<file path="config.mk">
export PLATFORM = sky130hd
export DESIGN_NAME = plic_src_conditioner
export DESIGN_NICKNAME = d
export VERILOG_FILES = /design/src/rtl/plic_src_conditioner_pkg.sv /design/src/rtl/plic_src_filter.sv /design/src/rtl/plic_src_conditioner.sv
export SDC_FILE = /design/constraint.sdc
export NUM_CORES = 1
export LEC_CHECK = 0
export CAP_MARGIN = 0
export CORE_MARGIN = 2
export CORE_UTILIZATION = 52
export DETAILED_ROUTE_END_ITERATION = 8
export GPL_ROUTABILITY_DRIVEN = 0
export PLACE_DENSITY = 0.79
export SLEW_MARGIN = 25
export SYNTH_ARGS = -nofsm -noshare
export SYNTH_HDL_FRONTEND = slang
export SYNTH_SLANG_ARGS = --single-unit
</file>
<file path="constraint.sdc">
create_clock -name PCLK -period 2.8 [get_ports PCLK]
set_clock_uncertainty 0.15 [all_clocks]
set_input_delay 0.56 -clock PCLK [delete_from_list [all_inputs] [get_ports PCLK]]
set_output_delay 0.56 -clock PCLK [all_outputs]
set_load 0.01 [all_outputs]
</file>
<file path="src/rtl/plic_src_conditioner_pkg.sv">
// Shared constants and helpers for the PLIC source conditioning stage.
// Default source count and synchroniser/filter depths used by the PLIC integration.
package plic_src_conditioner_pkg;

  localparam int PLIC_SOURCES         = 64;
  localparam int PLIC_MIN_SYNC_STAGES = 2;
  localparam int PLIC_SYNC_STAGES     = 2;
  localparam int PLIC_FILTER_CYCLES   = 4;

  // What the glitch filter does with a source on the current cycle.
  typedef enum logic [1:0] {
    FILT_FOLLOW,  // filter disabled: output tracks the sample directly
    FILT_HOLD,    // sample matches output: clear the stability count
    FILT_COUNT,   // sample differs, not yet stable long enough
    FILT_COMMIT   // sample differed for FILTER_CYCLES samples: take it
  } filt_act_e;

  // The counter needs at least one bit even when FILTER_CYCLES is 1.
  function automatic int filt_cnt_width(input int cycles);
    return (cycles > 1) ? $clog2(cycles) : 1;
  endfunction

endpackage

</file>
<file path="src/rtl/plic_src_filter.sv">
// One interrupt source: synchroniser, polarity inversion and glitch filter.
// Registered src and src_rise outputs keep every output path flop-to-port.
module plic_src_filter
  import plic_src_conditioner_pkg::*;
#(
  parameter int SYNC_STAGES   = PLIC_SYNC_STAGES,
  parameter int FILTER_CYCLES = PLIC_FILTER_CYCLES
) (
  input  logic clk,
  input  logic rst_n,
  input  logic i_src_async,
  input  logic i_polarity,
  input  logic i_filter_en,
  output logic o_src,
  output logic o_src_rise
);

  localparam int             CNT_W    = filt_cnt_width(FILTER_CYCLES);
  localparam logic [CNT_W-1:0] LAST_CNT = CNT_W'(FILTER_CYCLES - 1);

  logic [SYNC_STAGES-1:0] r_sync;
  logic [CNT_W-1:0]       r_cnt;
  logic [CNT_W-1:0]       w_cnt_next;
  logic                   r_src;
  logic                   r_src_rise;
  logic                   w_sample;
  logic                   w_src_next;
  filt_act_e              w_act;

  assign w_sample = r_sync[SYNC_STAGES-1] ^ i_polarity;

  // NOTE: every signal gets a default before the branches so no latch is inferred.
  always_comb begin
    w_act      = FILT_HOLD;
    w_src_next = r_src;
    w_cnt_next = '0;

    if (!i_filter_en) begin
      w_act = FILT_FOLLOW;
    end else if (w_sample == r_src) begin
      w_act = FILT_HOLD;
    end else if (r_cnt == LAST_CNT) begin
      w_act = FILT_COMMIT;
    end else begin
      w_act = FILT_COUNT;
    end

    case (w_act)
      FILT_FOLLOW: w_src_next = w_sample;
      FILT_HOLD:   w_cnt_next = '0;
      FILT_COUNT:  w_cnt_next = r_cnt + 1'b1;
      FILT_COMMIT: w_src_next = w_sample;
    endcase
  end

  // NOTE: state is updated with non-blocking assignments so the synchroniser
  // shifts one stage per edge regardless of statement order.
  always_ff @(posedge clk or negedge rst_n) begin
    if (!rst_n) begin
      r_sync     <= '0;
      r_cnt      <= '0;
      r_src      <= 1'b0;
      r_src_rise <= 1'b0;
    end else begin
      r_sync     <= {r_sync[SYNC_STAGES-2:0], i_src_async};
      r_cnt      <= w_cnt_next;
      r_src      <= w_src_next;
      r_src_rise <= w_src_next & ~r_src;
    end
  end

  assign o_src      = r_src;
  assign o_src_rise = r_src_rise;

endmodule

</file>
<file path="src/rtl/plic_src_conditioner.sv">
// Conditions raw interrupt lines into the clean, registered PLIC src vector.
// Sources are independent; one plic_src_filter instance per line.
module plic_src_conditioner
  import plic_src_conditioner_pkg::*;
#(
  parameter int SOURCES       = PLIC_SOURCES,
  parameter int SYNC_STAGES   = PLIC_SYNC_STAGES,
  parameter int FILTER_CYCLES = PLIC_FILTER_CYCLES
) (
  input  logic               PCLK,
  input  logic               PRESETn,
  input  logic [SOURCES-1:0] src_async,
  input  logic [SOURCES-1:0] polarity,
  input  logic [SOURCES-1:0] filter_en,
  output logic [SOURCES-1:0] src,
  output logic [SOURCES-1:0] src_rise
);

  if (SYNC_STAGES < PLIC_MIN_SYNC_STAGES) begin : g_bad_sync_stages
    $error("plic_src_conditioner: SYNC_STAGES must be at least %0d", PLIC_MIN_SYNC_STAGES);
  end

  if (FILTER_CYCLES < 1) begin : g_bad_filter_cycles
    $error("plic_src_conditioner: FILTER_CYCLES must be at least 1");
  end

  for (genvar i = 0; i < SOURCES; i++) begin : g_src
    plic_src_filter #(
      .SYNC_STAGES   (SYNC_STAGES),
      .FILTER_CYCLES (FILTER_CYCLES)
    ) u_filter (
      .clk         (PCLK),
      .rst_n       (PRESETn),
      .i_src_async (src_async[i]),
      .i_polarity  (polarity[i]),
      .i_filter_en (filter_en[i]),
      .o_src       (src[i]),
      .o_src_rise  (src_rise[i])
    );
  end

endmodule

</file>
Word level (Yosys, flattened, before mapping)
Cells that the tools add are included.

word-level totals
  input port bits = 194
  word-level logic and storage cells = 1216
  output and inout bits = 128
  register bits after elaboration = 384

operators by class
  add/sub/neg operators = 64
  bitwise operators = 192
  equal/unequal tests = 256
  muxes and demuxes = 320
  reduce and logical (&&, ||, !) cells = 128

operators with widths
  kind                                                           number
  2-bit == test, second input constant                           192
  2-bit two-way mux                                              192
  2-bit by 1-bit adder with 2-bit output, second input constant  64
  2-bit logical NOT                                              64
  1-bit two-way mux                                              128
  2-bit OR reduction                                             64
  1-bit bitwise AND                                              64
  1-bit == test                                                  64
  1-bit NOT                                                      64
  1-bit XOR                                                      64

Depth between registers and ports, before layout
  depth in word-level cells = 8
  mapped depth = 6
  gate-level depth less buffers = 6

Hierarchy
A second synthesis with hierarchy kept.

unflattened totals
  cell total of the unflattened synthesis = 1152
  area total of the unflattened synthesis = 16495.8 um^2

by module, submodules not included
  module           sequential area each (um^2)  area an instance (um^2)  times used  cells each
  plic_src_filter  150.1                        257.7                    64          18

Least setup slack after synthesis
No wires, ideal clock.

  kind = input -> register
  from = input port polarity[0]
  to = register g_src[0].u_filter.r_src_rise
  stages = 4
  required time = 2525 ps
  setup time = 125 ps
  slack = 951 ps
  data arrival time = 1573 ps
  path buffers = 0
  cell sequence = xor3_1 > a21bo_1 > ha_1 > nor3b_1

between the ends
  word-level cells in the longest chain between the ends = 8
  elaborated cells between the ends (all ways) = 9
  those cells by class = 2 x eq/ne; 3 x mux; 2 x bitwise; 2 x reduce/logical

ends and longest elaborated chain
  what                                                       RTL line                    RTL
  start: declaration                                         plic_src_conditioner.sv:13  input logic [SOURCES-1:0] polarity,
  1-bit XOR *                                                plic_src_filter.sv:30       assign w_sample = r_sync[SYNC_STAGES-1] ^ i_polarity;
  1-bit == test                                              plic_src_filter.sv:40       end else if (w_sample == r_src) begin
  2-bit two-way mux                                          plic_src_filter.sv:40
  2-bit two-way mux                                          plic_src_filter.sv:38       if (!i_filter_en) begin
  2-bit == test / 2-bit logical NOT (equally long branches)  plic_src_filter.sv:48       case (w_act)
  2-bit OR reduction (no line)                               n/a
  1-bit two-way mux *                                        plic_src_filter.sv:48
  1-bit bitwise AND *                                        plic_src_filter.sv:68       r_src_rise <= w_src_next & ~r_src;
  end signal: assignment                                     plic_src_filter.sv:68
  end: declaration                                           plic_src_filter.sv:25       logic r_src_rise;

Mark *: on every way between the ends. The rest lies on a longest branch, timed or not.

Worst setup path after layout
  from = register g_src[9].u_filter.r_src
  to = output port src[9]

RTL lines
  what                      RTL line                    RTL
  start: declaration        plic_src_filter.sv:24       logic r_src;
  start signal: assignment  plic_src_filter.sv:67       r_src <= w_src_next;
  end: declaration          plic_src_conditioner.sv:15  output logic [SOURCES-1:0] src,

No word-level cell between the ends.

==> run_results.csv <==
group,metric,value,unit
run_status,status,"finished clean",
worst_setup_path,crit_required,2.09,ns
synth,ys_types,13,
pwr,p_int,14.1,mW
global_route,grt_overflow,0,
cells_and_area,layout.nets,1848,
global_route,antenna_found_initial,7,
sta,final_max_slew_viol_count,0,
drt,drc,0,
floorplan,dieArea,34900,um^2
floorplan,core.rowCount,66,
pwr,sw_frac_of_total,28.7,%
cells_and_area,layout_commonest_cell,"dfrtp_1",
synth,ys_seq_area_share,55.3,%
worst_setup_path,critPathMaxFanout,4,
drt,drtIter0Drc,400,
synth,yosysWarningCount,0,
worst_hold_path,hold_class,"register to register",
clock_network,clkSinkCount,384,
worst_setup_path,cp_slowest_stage_delay,0.63,ns
global_route,grt_pass1_wl,52200,um
sta,timing.final.crit_share,80.3,%
placed_design,place_ws,0.278,ns
worst_setup_path,crit_chain,"clkdlybuf4s50_1",
pwr,p_clk_share,27.8,%
drt,wl_per_cell,15.2,um
worst_setup_path,endpoint_kind,"output port",
clock_network,clkLatencyLatePin,0.52,ns
global_route,grt_max_degree,64,
clock_network,cts_tree,"built",
synth,netlist_area,17400,um^2
sta,slew_headroom,63.1,%
cells_and_area,final_layout_size_suffix_gt1_share,5.45,%
floorplan,start_util,53.2,%
drt,vias,9637,
pwr,p_leak,10.3,nW
sta,grt_setup_unrepaired,"false",
synth,avgSynthCellArea,13.6,um^2
clock_network,cts_max_path_buffers,3,
worst_setup_path,critPathSlowestCell,"clkdlybuf4s50_1",
placed_design,place.detailed.hpwl,22200,um
sta,setup_ws,0.550,ns
clock_network,cts_root_buffer,"clkbuf_16",
sta,worst_pin_slew,0.553,ns
synth,syn_inst,1280,
sta,hold_violations,0,
sta,finalSetupViolCount,0,
pwr,power_density,907,nW/um^2
placed_design,port_buffers,321,
cells_and_area,nFillCells,2345,
drt,dr.pass1.iters,4,
floorplan,dieHeight,187,um
clock_network,cts_inserted_buffers,42,
synth,syn_nets,1602,
pwr,vdd_ir_drop_max,0.605,mV
worst_setup_path,crit_buf_inv,1,
sta,setup_tns,0,ns
clock_network,cts_post_setup_buffers_inserted,0,
clock_network,htreeDepth,2,
sta,max_freq,445,MHz
synth,synth_seq_cells,384,
worst_setup_path,critPathArrivalTime,1.54,ns
pwr,p_switching,5.65,mW
drt,ant_nets,0,
cells_and_area,area_growth,25.1,%
worst_setup_path,critPathKind,"register to output port",
clock_network,clkTransAtPathRegs,0.06,ns
drt,drt_wl_total,30600,um
global_route,grt_pass1_vias,10600,
sta,fin_crit,2.25,ns
pwr,power_frac_seq,39.6,%
cells_and_area,multiInputGateArea,6580,um^2
sta,hold_ws,0.189,ns
cells_and_area,final_cell_mix,"dfrtp_1, clkdlybuf4s50_1, ha_1, and2_1",
global_route,grt_usage,18.2,%
cells_and_area,register_area,9610,um^2
floorplan,dieWidth,187,um
floorplan,core,32700,um^2
drt,vias_per_cell,4.81,
flow_run,drv_cap,0,
pwr,comb_power_share,32.6,%
worst_setup_path,path_delay_family,"buffers and inverters",
worst_setup_path,cp-start-kind,"register",
floorplan,io_pins,322,
## state kept, by name, summed over array words and instances, names as in the netlist
signal	flops
g_src.u_filter.r_sync	128
g_src.u_filter.r_cnt	128
g_src.u_filter.o_src_rise	64
g_src.u_filter.o_src	64
## stage by stage
stage               instance area, um^2  total power [mW]  cells  utilization, %
floorplan                         17400              12.5   1280               -
global placement                  20300              14.0   1923            62.1
detailed placement                20300              14.3   1923            62.1
CTS                               21700              20.0   2001            66.5
global route                      21700              21.1   2004            66.5
finish                            21700              19.7   2005            66.5
## cell usage after synthesis, drive strengths merged
cell type    n  area, um^2
a21bo       64         641
dfrtp      384        9610
ha         128        1600
buf        128         961
nor2b       64         400
xnor2       64         561
nor3b       64         480
xor3        64        1520
and2       128         812
nor2        64         240
inv         64         240
a21oi       64         320
## kinds of logic (layout without fill, tap and decap cells)
group | count (synthesis) | after routing | share of synthesized area (%)
buffers and inverters | 192 | 471 | 6.91
DFF | 384 | 384 | 55.3
adders and majority gates | 128 | 128 | 9.21
other | 0 | 4 | 0
AOI/OAI and AO/OA | 128 | 128 | 5.53
and+or+nand+nor | 320 | 320 | 11.1
xor gates and xnor gates | 128 | 128 | 12.0
## power groups by stage
stage | clock, mW | combinational [mW] | sequential [mW]
6_report | 5.48 | 6.44 | 7.81
5_1_grt | 5.93 | 7.16 | 8.00
4_1_cts | 5.66 | 6.55 | 7.83
3_5_place_dp | 0 | 6.45 | 7.90
3_3_place_gp | 0 | 6.18 | 7.82
2_1_floorplan | 0 | 4.83 | 7.63
## final cells by class
cell class / instances / area share, %
sequential: 384 / 44.2
tap: 442 / 2.54
timing repair buffer: 330 / 15.4
clock buffer: 63 / 5.86
multi-input combinational: 704 / 30.2
antenna: 4 / 0.0460
inverter: 64 / 1.10
clock inverter: 14 / 0.604
## timing repair
| action | CTS | global route |
|---|---|---|
| endpoints found under the hold margin | 55 | 0 |
| resized for setup | 0 | 0 |
| hold buffers | 1 | 0 |
| endpoints found under the setup margin | 0 | 0 |
## routing by layer
layer  routed length (um)  vias to the layer above  global-route usage, %
li1                     -                     4603                      -
met1                12400                     4719                   22.0
met2                15200                      241                   31.7
met3                 2020                       68                   4.99
met4                  919                        6                   5.92
met5                   37                        -                      0
## path summary, 6_finish.rpt
path,depth (start not counted),end,slack (ns),startpoint
max reg2reg,5,g_src[17].u_filter.o_src,0.97,g_src[17].u_filter.o_src
max in group asynchronous,3,g_src[0].u_filter.r_sync[0],1.30,PRESETn
min,0,g_src[27].u_filter.r_sync[1],0.19,g_src[27].u_filter.r_sync[0]
max,1,src[9],0.55,g_src[9].u_filter.o_src
min in group asynchronous,2,g_src[7].u_filter.r_cnt[1],0.45,PRESETn
min reg2reg,0,g_src[27].u_filter.r_sync[1],0.19,g_src[27].u_filter.r_sync[0]
Power figures use the tool's default switching activity.
